### config.mk
export PLATFORM = sky130hd
export DESIGN_NAME = bcd_share_ctrl
export DESIGN_NICKNAME = d
export VERILOG_FILES = /design/src/rtl/bcd_share_ctrl.sv
export SDC_FILE = /design/constraint.sdc
export NUM_CORES = 1
export LEC_CHECK = 0
export CAP_MARGIN = 10
export CORE_ASPECT_RATIO = 0.9
export CORE_MARGIN = 2
export CORE_UTILIZATION = 25
export CTS_CLUSTER_SIZE = 20
export DETAILED_ROUTE_END_ITERATION = 6
export PLACE_DENSITY = 0.42
export SETUP_SLACK_MARGIN = 0.02
export SYNTH_ARGS = -nofsm -noshare
export SYNTH_HDL_FRONTEND = slang
export SYNTH_SLANG_ARGS = --single-unit
### constraint.sdc
create_clock -name clk -period 3.4 [get_ports clk]
set_input_delay 1.02 -clock clk [delete_from_list [all_inputs] [get_ports clk]]
set_output_delay 1.02 -clock clk [all_outputs]
set_load 0.05 [all_outputs]
### src/rtl/bcd_share_ctrl.sv
// Round-robin shared 32-bit binary-to-BCD converter (double dabble, one shift per clock).
// Latency: grant on the sampling edge E0, done/bcd_out/ovf on E33, back in IDLE at E34 (35-cycle period).
// Backpressure: requesters hold req (and operand) until done; losers simply wait in round-robin order.
module bcd_share_ctrl #(
   parameter int N_REQ = 3
) (
   input  logic                 clk,
   input  logic                 rst_n,
   input  logic [N_REQ-1:0]     req,
   input  logic [32*N_REQ-1:0]  bin_in,
   output logic [N_REQ-1:0]     grant,
   output logic [N_REQ-1:0]     done,
   output logic [31:0]          bcd_out,
   output logic                 ovf,
   output logic                 busy
);

   localparam int LW = (N_REQ > 1) ? $clog2(N_REQ) : 1;

   typedef enum logic [1:0] {
      IDLE  = 2'd0,
      SHIFT = 2'd1,
      DONE  = 2'd2
   } state_t;

   state_t          state;
   state_t          state_nxt;
   logic [71:0]     sr;       // [71:32] = 10 BCD digits, [31:0] = binary operand being shifted out
   logic [71:0]     sr_adj;
   logic [5:0]      cnt;
   logic [LW-1:0]   last;     // index served most recently; search starts just after it
   logic [LW-1:0]   gidx;     // index currently being served
   logic [LW-1:0]   sel;
   logic            sel_vld;
   logic [N_REQ-1:0] one_hot_base;

   assign one_hot_base = {{(N_REQ-1){1'b0}}, 1'b1};
   assign busy         = (state != IDLE);

   // Round-robin pick: first active req scanning last+1, last+2, ... modulo N_REQ.
   always_comb begin : arb
      int idx;
      idx     = 0;
      sel     = '0;
      sel_vld = 1'b0;
      for (int i = 1; i <= N_REQ; i++) begin
         idx = (int'(last) + i) % N_REQ;
         if (!sel_vld && req[idx]) begin
            sel_vld = 1'b1;
            sel     = LW'(idx);
         end
      end
   end

   // Double-dabble correction: +3 on every digit above 4, all digits judged on the pre-adjust value.
   always_comb begin
      sr_adj = sr;
      for (int d = 0; d < 10; d++) begin
         if (sr[32+4*d +: 4] > 4'd4) begin
            sr_adj[32+4*d +: 4] = sr[32+4*d +: 4] + 4'd3;
         end
      end
   end

   // Next-state logic: one grant per IDLE cycle, 32 shifts plus the result edge, one DONE cycle.
   always_comb begin
      state_nxt = state;
      case (state)
         IDLE:    if (sel_vld) state_nxt = SHIFT;
         SHIFT:   if (cnt == 6'd32) state_nxt = DONE;
         DONE:    state_nxt = IDLE;
         default: state_nxt = IDLE;
      endcase
   end

   // State register; reset discards any conversion in flight.
   always_ff @(posedge clk or negedge rst_n) begin
      if (!rst_n) begin
         state <= IDLE;
      end else begin
         state <= state_nxt;
      end
   end

   // Datapath: latch operand on grant, shift while counting, publish result on entry to DONE.
   always_ff @(posedge clk or negedge rst_n) begin
      if (!rst_n) begin
         sr      <= '0;
         cnt     <= '0;
         last    <= LW'(N_REQ-1);
         gidx    <= '0;
         grant   <= '0;
         done    <= '0;
         bcd_out <= '0;
         ovf     <= 1'b0;
      end else begin
         case (state)
            IDLE: begin
               if (sel_vld) begin
                  sr    <= {40'd0, bin_in[32*int'(sel) +: 32]};
                  cnt   <= '0;
                  gidx  <= sel;
                  grant <= one_hot_base << sel;
               end
            end
            SHIFT: begin
               if (cnt == 6'd32) begin
                  bcd_out <= sr[63:32];
                  ovf     <= |sr[71:64];
                  done    <= grant;
                  last    <= gidx;
               end else begin
                  sr  <= sr_adj << 1;
                  cnt <= cnt + 6'd1;
               end
            end
            DONE: begin
               grant <= '0;
               done  <= '0;
            end
            default: begin
               grant <= '0;
               done  <= '0;
            end
         endcase
      end
   end

endmodule

==> Yosys cells after proc, flatten, opt, wreduce, memory -nomap -nowiden <==
Index checks and enable logic that the tools add are counted.
{ "word_totals": {"ff_bits": 123, "latch_bits": 0, "mem_bits_rw": 0, "romBits": 0, "elab_cells": 100, "n_memories": 0} }
{ "classes": {"n_addsub": 14, "mul": 0, "div": 3, "magnitude_cmp": 13, "n_eq_ne": 5, "n_shift": 2, "muxes": 38, "n_bitwise": 2, "n_reduce_logical": 14} }
{ "ops": {"columns": ["operator", "count"], "rows": [
  ["72-bit two-way mux", 2],
  ["72-bit one-hot mux with 2 select lines", 1],
  ["32-bit by 4-bit less-than comparator with 1-bit output (second input constant)", 3],
  ["32-bit by 3-bit modulo with 32-bit output (second input constant)", 3],
  ["96-bit by 8-bit variable part select with 32-bit output", 1],
  ["4-bit by 3-bit greater-than comparator with 1-bit output (second input constant)", 10],
  ["4-bit by 2-bit adder with 4-bit output (second input constant)", 9],
  ["4-bit two-way mux", 9],
  ["6-bit two-way mux", 2],
  ["3-bit one-hot mux with 2 select lines", 2],
  ["6-bit one-hot mux with 2 select lines", 1],
  ["2-bit two-way mux", 5],
  ["2-bit AND reduction", 5],
  ["1-bit two-way mux", 9],
  ["3-bit two-way mux", 3],
  ["8-bit OR reduction", 1],
  ["2-bit by 2-bit adder with 3-bit output (second input constant)", 2],
  ["6-bit by 1-bit adder with 6-bit output (second input constant)", 1],
  ["1-bit binary-select mux with 2-bit select", 3],
  ["6-bit == test (second input constant)", 1],
  ["2-bit != test (second input constant)", 3],
  ["2-bit one-hot mux with 2 select lines", 1],
  ["2-bit nonzero test", 2],
  ["2-bit by 1-bit adder with 3-bit output (second input constant)", 1],
  ["8 further kinds", 11]
]} }

==> Longest topological paths before layout <==
{ "logic_depth": {"ltp_word": 15, "ltp_mapped": 12, "depth_no_buf": 9} }

==> Worst setup path after synthesis <==
Ideal clock, no wire load.
{ "synth_timing": {"path_kind": "input to register", "from": "input req[2]", "to": "register sr[35]", "arrival_time_ps": 2438, "slack_ps": 841, "path_stages": 9, "path_cell_list": "buf_2 nand2b_1 mux2i_2 nor4_1 or3_4 inv_2 buf_2 o31ai_1 a32o_1"} }
{ "synth_via": {"elab_chain_cells": 12} }
{ "synth_lines": {"columns": ["element", "line", "source"], "rows": [
  ["start: declaration", "9", "input logic [N_REQ-1:0] req,"],
  ["1-bit binary-select mux with 2-bit select", "48", "if (!sel_vld && req[idx]) begin"],
  ["1-bit two-way mux (not written as such) (2 in a row)", "48", null],
  ["1-bit two-way mux", "48", null],
  ["1-bit logical NOT", "48", null],
  ["1-bit logical AND", "48", null],
  ["1-bit two-way mux", "48", null],
  ["1-bit logical NOT", "48", null],
  ["1-bit logical AND", "48", null],
  ["1-bit two-way mux *", "48", null],
  ["2-bit != test (no line) *", null, null],
  ["3-bit AND reduction (no line) *", null, null],
  ["end signal: assignment", "100", "sr <= {40'd0, bin_in[32*int'(sel) +: 32]};"],
  ["end signal: assignment", "113", "sr <= sr_adj << 1;"],
  ["end: declaration", "28", "logic [71:0] sr;"]
]} }
Mark *: on every way between the ends. The rest lies on a longest branch, timed or not. The select of a mux whose other input is x is not followed.
A chain may end at the register's enable or synchronous reset.

==> Worst setup path after layout <==
{ "layout_timing": {"from": "register state[1]", "to": "output busy"} }
{ "layout_via": {"elab_chain_cells": 1} }
{ "layout_lines": {"columns": ["element", "line", "source"], "rows": [
  ["start: declaration", "26", "state_t state;"],
  ["start signal: assignment", "81", "state <= state_nxt;"],
  ["2-bit nonzero test", "38", "assign busy = (state != IDLE);"],
  ["end: declaration", "15", "output logic busy"]
]} }
Every way passes these cells.

==> reports/metrics.csv <==
metric,value,unit
outcome,completed,
cts hold-fix bufs,0,
skew final,0.00673,ns
post-synth top area share,0.474,
CP Max Fanout,9,
Slew headroom,0.632,
Leak Pwr,3.67,nW
Tot Pwr,6.97,mW
DRT Pass-1 Iters,5,
Antenna Cells,0,
CTS buffer count,17,
Antenna Nets Post-Route,0,
Avg WL per Cell,16.4,µm
post-CTS sizing,0,
via count,5358,
core region area,25300,µm²
final setup vio count,0,
H-tree levels,4,
crit start category,flip-flop,
antenna violations before repair,0,
share of layout cells above drive strength 1,0.137,
critical path endpoint category,primary output,
Final Wtd Congestion,0.862,
Hold/Removal Path Class,flip-flop to flip-flop,
number of synthesized register bits,123,
DRC Markers,0,
RSZ-0062 raised after global routing,false,
"Clk Latency, worst-skew pair",0.41,ns
post-synthesis sequential area ratio,0.478,
CTS root buf,clkbuf_16,
Synth Net Count,740,
Power per Cell Area,783,nW/µm²
full die area,27100,µm²
Hold Fails Final Rpt,0,
row count,55,
Gate Count Post-Synth,623,
largest net degree at the start of global routing,61,
Slew Limit Fails,0,
Vias/cell,4.81,
Iteration-0 DRC Markers,398,
Post-synth EDFFs,0,
gr ovfl total,0,
Starting Density,0.255,
Area contributors post-synth,"dfrtp_1 47%, mux2_2 5.9%, mux2i_1 5.3%",
number of global-route vias before repair,5392,
max cap viols,0,
Clock transition at path regs,0.06,ns
Die Y-Extent,156,µm
Post-DP HPWL,12.5,mm
Setup Buffers After CTS,0,
nets@finish,876,
Layout area overhead,38.1,%
Tcrit/Tclk final,0.894,
Crit path required time,2.38,ns
Peak VDD IR,318,µV
Clock Tree Buf Depth,2,
Mapped Area,6440,µm²
I/O Pins,141,
async set or reset register ratio after synthesis,1.00,
GRT Util Overall,0.139,
critical path type,flip-flop to primary output,
Synth area leader,dfrtp_1,
Synth warnings,0,
Unique masters post-synth,52,
first-pass GRT wire length,29.9,mm
"Primary FF master, synth",dfrtp_1,
syn_area_per_cell,10.3,µm²
sinks on the clock net,123,
IO buf count,140,
Fmax,329,MHz
pin slew with the least headroom to its limit,0.550,ns
CTS tree,built,
Die W,173,µm
Tmin final,3.04,ns
TNS Setup,0,ns
final WL,18.3,mm
CP arrival,2.02,ns
## state kept, by name, summed over array words and instances, names as in the netlist
signal and count:
sr 72, bcd_out 32, cnt 6, done 3
grant 3, gidx 2, last 2, state 2
ovf 1
## critical path: stages (launching register included)
cell	delay, ns
dfrtp_1	0.53
nor2_1	0.16
inv_1	0.09
clkdlybuf4s50_1	0.83
## area by class of cell
cell class,count,area [µm²]
clock buffers,20,457
clock inverters,11,145
fillers,2561,16400
inverters,39,148
multi-input cells,419,3000
flip-flops and latches,123,3080
well taps,342,428
repair buffers,159,1640
## stage by stage
stage          instances  worst slack (ns)  area, µm²  utilization  hold slack, ns
2_1_floorplan        623             0.841       6440            -           0.444
3_3_place_gp        1082            0.0858       8300        0.329           0.477
3_5_place_dp        1082            0.0419       8300        0.329           0.481
4_1_cts             1113             0.330       8900        0.352           0.495
5_1_grt             1113             0.274       8900        0.352           0.528
6_report            1113             0.362       8900        0.352           0.487
## cell families (layout without fill, tap and decap cells)
| family | Yosys count | after routing | share of synthesized area |
|---|---|---|---|
| AO/OA/AOI/OAI | 188 | 188 | 0.202 |
| AND/OR/NAND/NOR | 136 | 136 | 0.101 |
| flip-flops | 123 | 123 | 0.478 |
| buffers and inverters | 81 | 229 | 0.0604 |
| multiplexers | 69 | 69 | 0.114 |
| adder cells (fa/ha/maj) | 16 | 16 | 0.0311 |
| XOR/XNOR | 10 | 10 | 0.0136 |
## cells in the final DEF (no fill, tap or decap), drive strengths merged, types with 2 or more instances in the layout
cell           netlist  routed
bufinv               0       3
nand3               17      17
nor2                48      48
ha                  16      16
mux2                34      34
or3                  3       3
nor3                13      13
nand2b               6       6
a31oi                2       2
and2                 7       7
clkinvlp             0       3
nor4                 2       2
o211ai               9       9
clkdlybuf4s50        0     139
nand2               29      29
o22ai               31      31
o21ai               50      50
mux2i               35      35
a21oi               29      29
o31ai               20      20
clkbuf              13      20
buf                 29      20
a32o                10      10
dfrtp              122     122
and4                 2       2
clkinv               0       6
xnor2               10      10
a221oi              30      30
inv                 39      38
## path summary, 6_finish.rpt
kind / to / from / slack (ns) / cells after the start
hold reg to reg: last[0]$_DFFE_PN0P_ / gidx[0]$_DFFE_PN0P_ / 0.49 / 2
min in group asynchronous: last[0]$_DFFE_PN0P_ / rst_n / 0.57 / 1
hold / removal: last[0]$_DFFE_PN0P_ / gidx[0]$_DFFE_PN0P_ / 0.49 / 2
setup / recovery: busy / state[1]$_DFFE_PN0P_ / 0.36 / 3
setup reg to reg: sr[19]$_DFFE_PN0P_ / last[1]$_DFFE_PN1P_ / 0.65 / 10
max in group asynchronous: sr[33]$_DFFE_PN0P_ / rst_n / 2.17 / 2
## power by group
part | internal [mW] | switching [mW]
combinational | 1.32 | 1.39
sequential | 1.98 | 0.432
clock | 1.18 | 0.666
## per-layer routing
layer | part of all wire | GRT usage | routed length [µm] | vias to the layer above
li1 | - | - | - | 2566
met1 | 0.49 | 0.193 | 8970 | 2607
met2 | 0.44 | 0.216 | 8070 | 177
met3 | 0.063 | 0.0420 | 1150 | 8
met4 | 0.0052 | 0.0262 | 95 | 0
met5 | 0 | 0 | 0 | -
## synthesized netlist by cell type (2+ instances only)
cell type  count
and2_1         7
a31oi_1        2
nor2_1        48
a221oi_1      22
nand2b_1       6
buf_6          6
buf_4          5
o22ai_1       30
clkbuf_1      13
xnor2_1       10
dfrtp_1      122
o31ai_1       20
a221oi_2       8
buf_2         17
nand3_1       17
mux2_2        34
ha_1          16
and4_1         2
nor4_1         2
a21oi_1       29
nor3_1        12
or3_1          2
nand2_1       29
o211ai_1       9
o21ai_0       49
mux2i_1       34
a32o_1        10
inv_1         38
No activity file was read; power rests on OpenSTA's default activity.
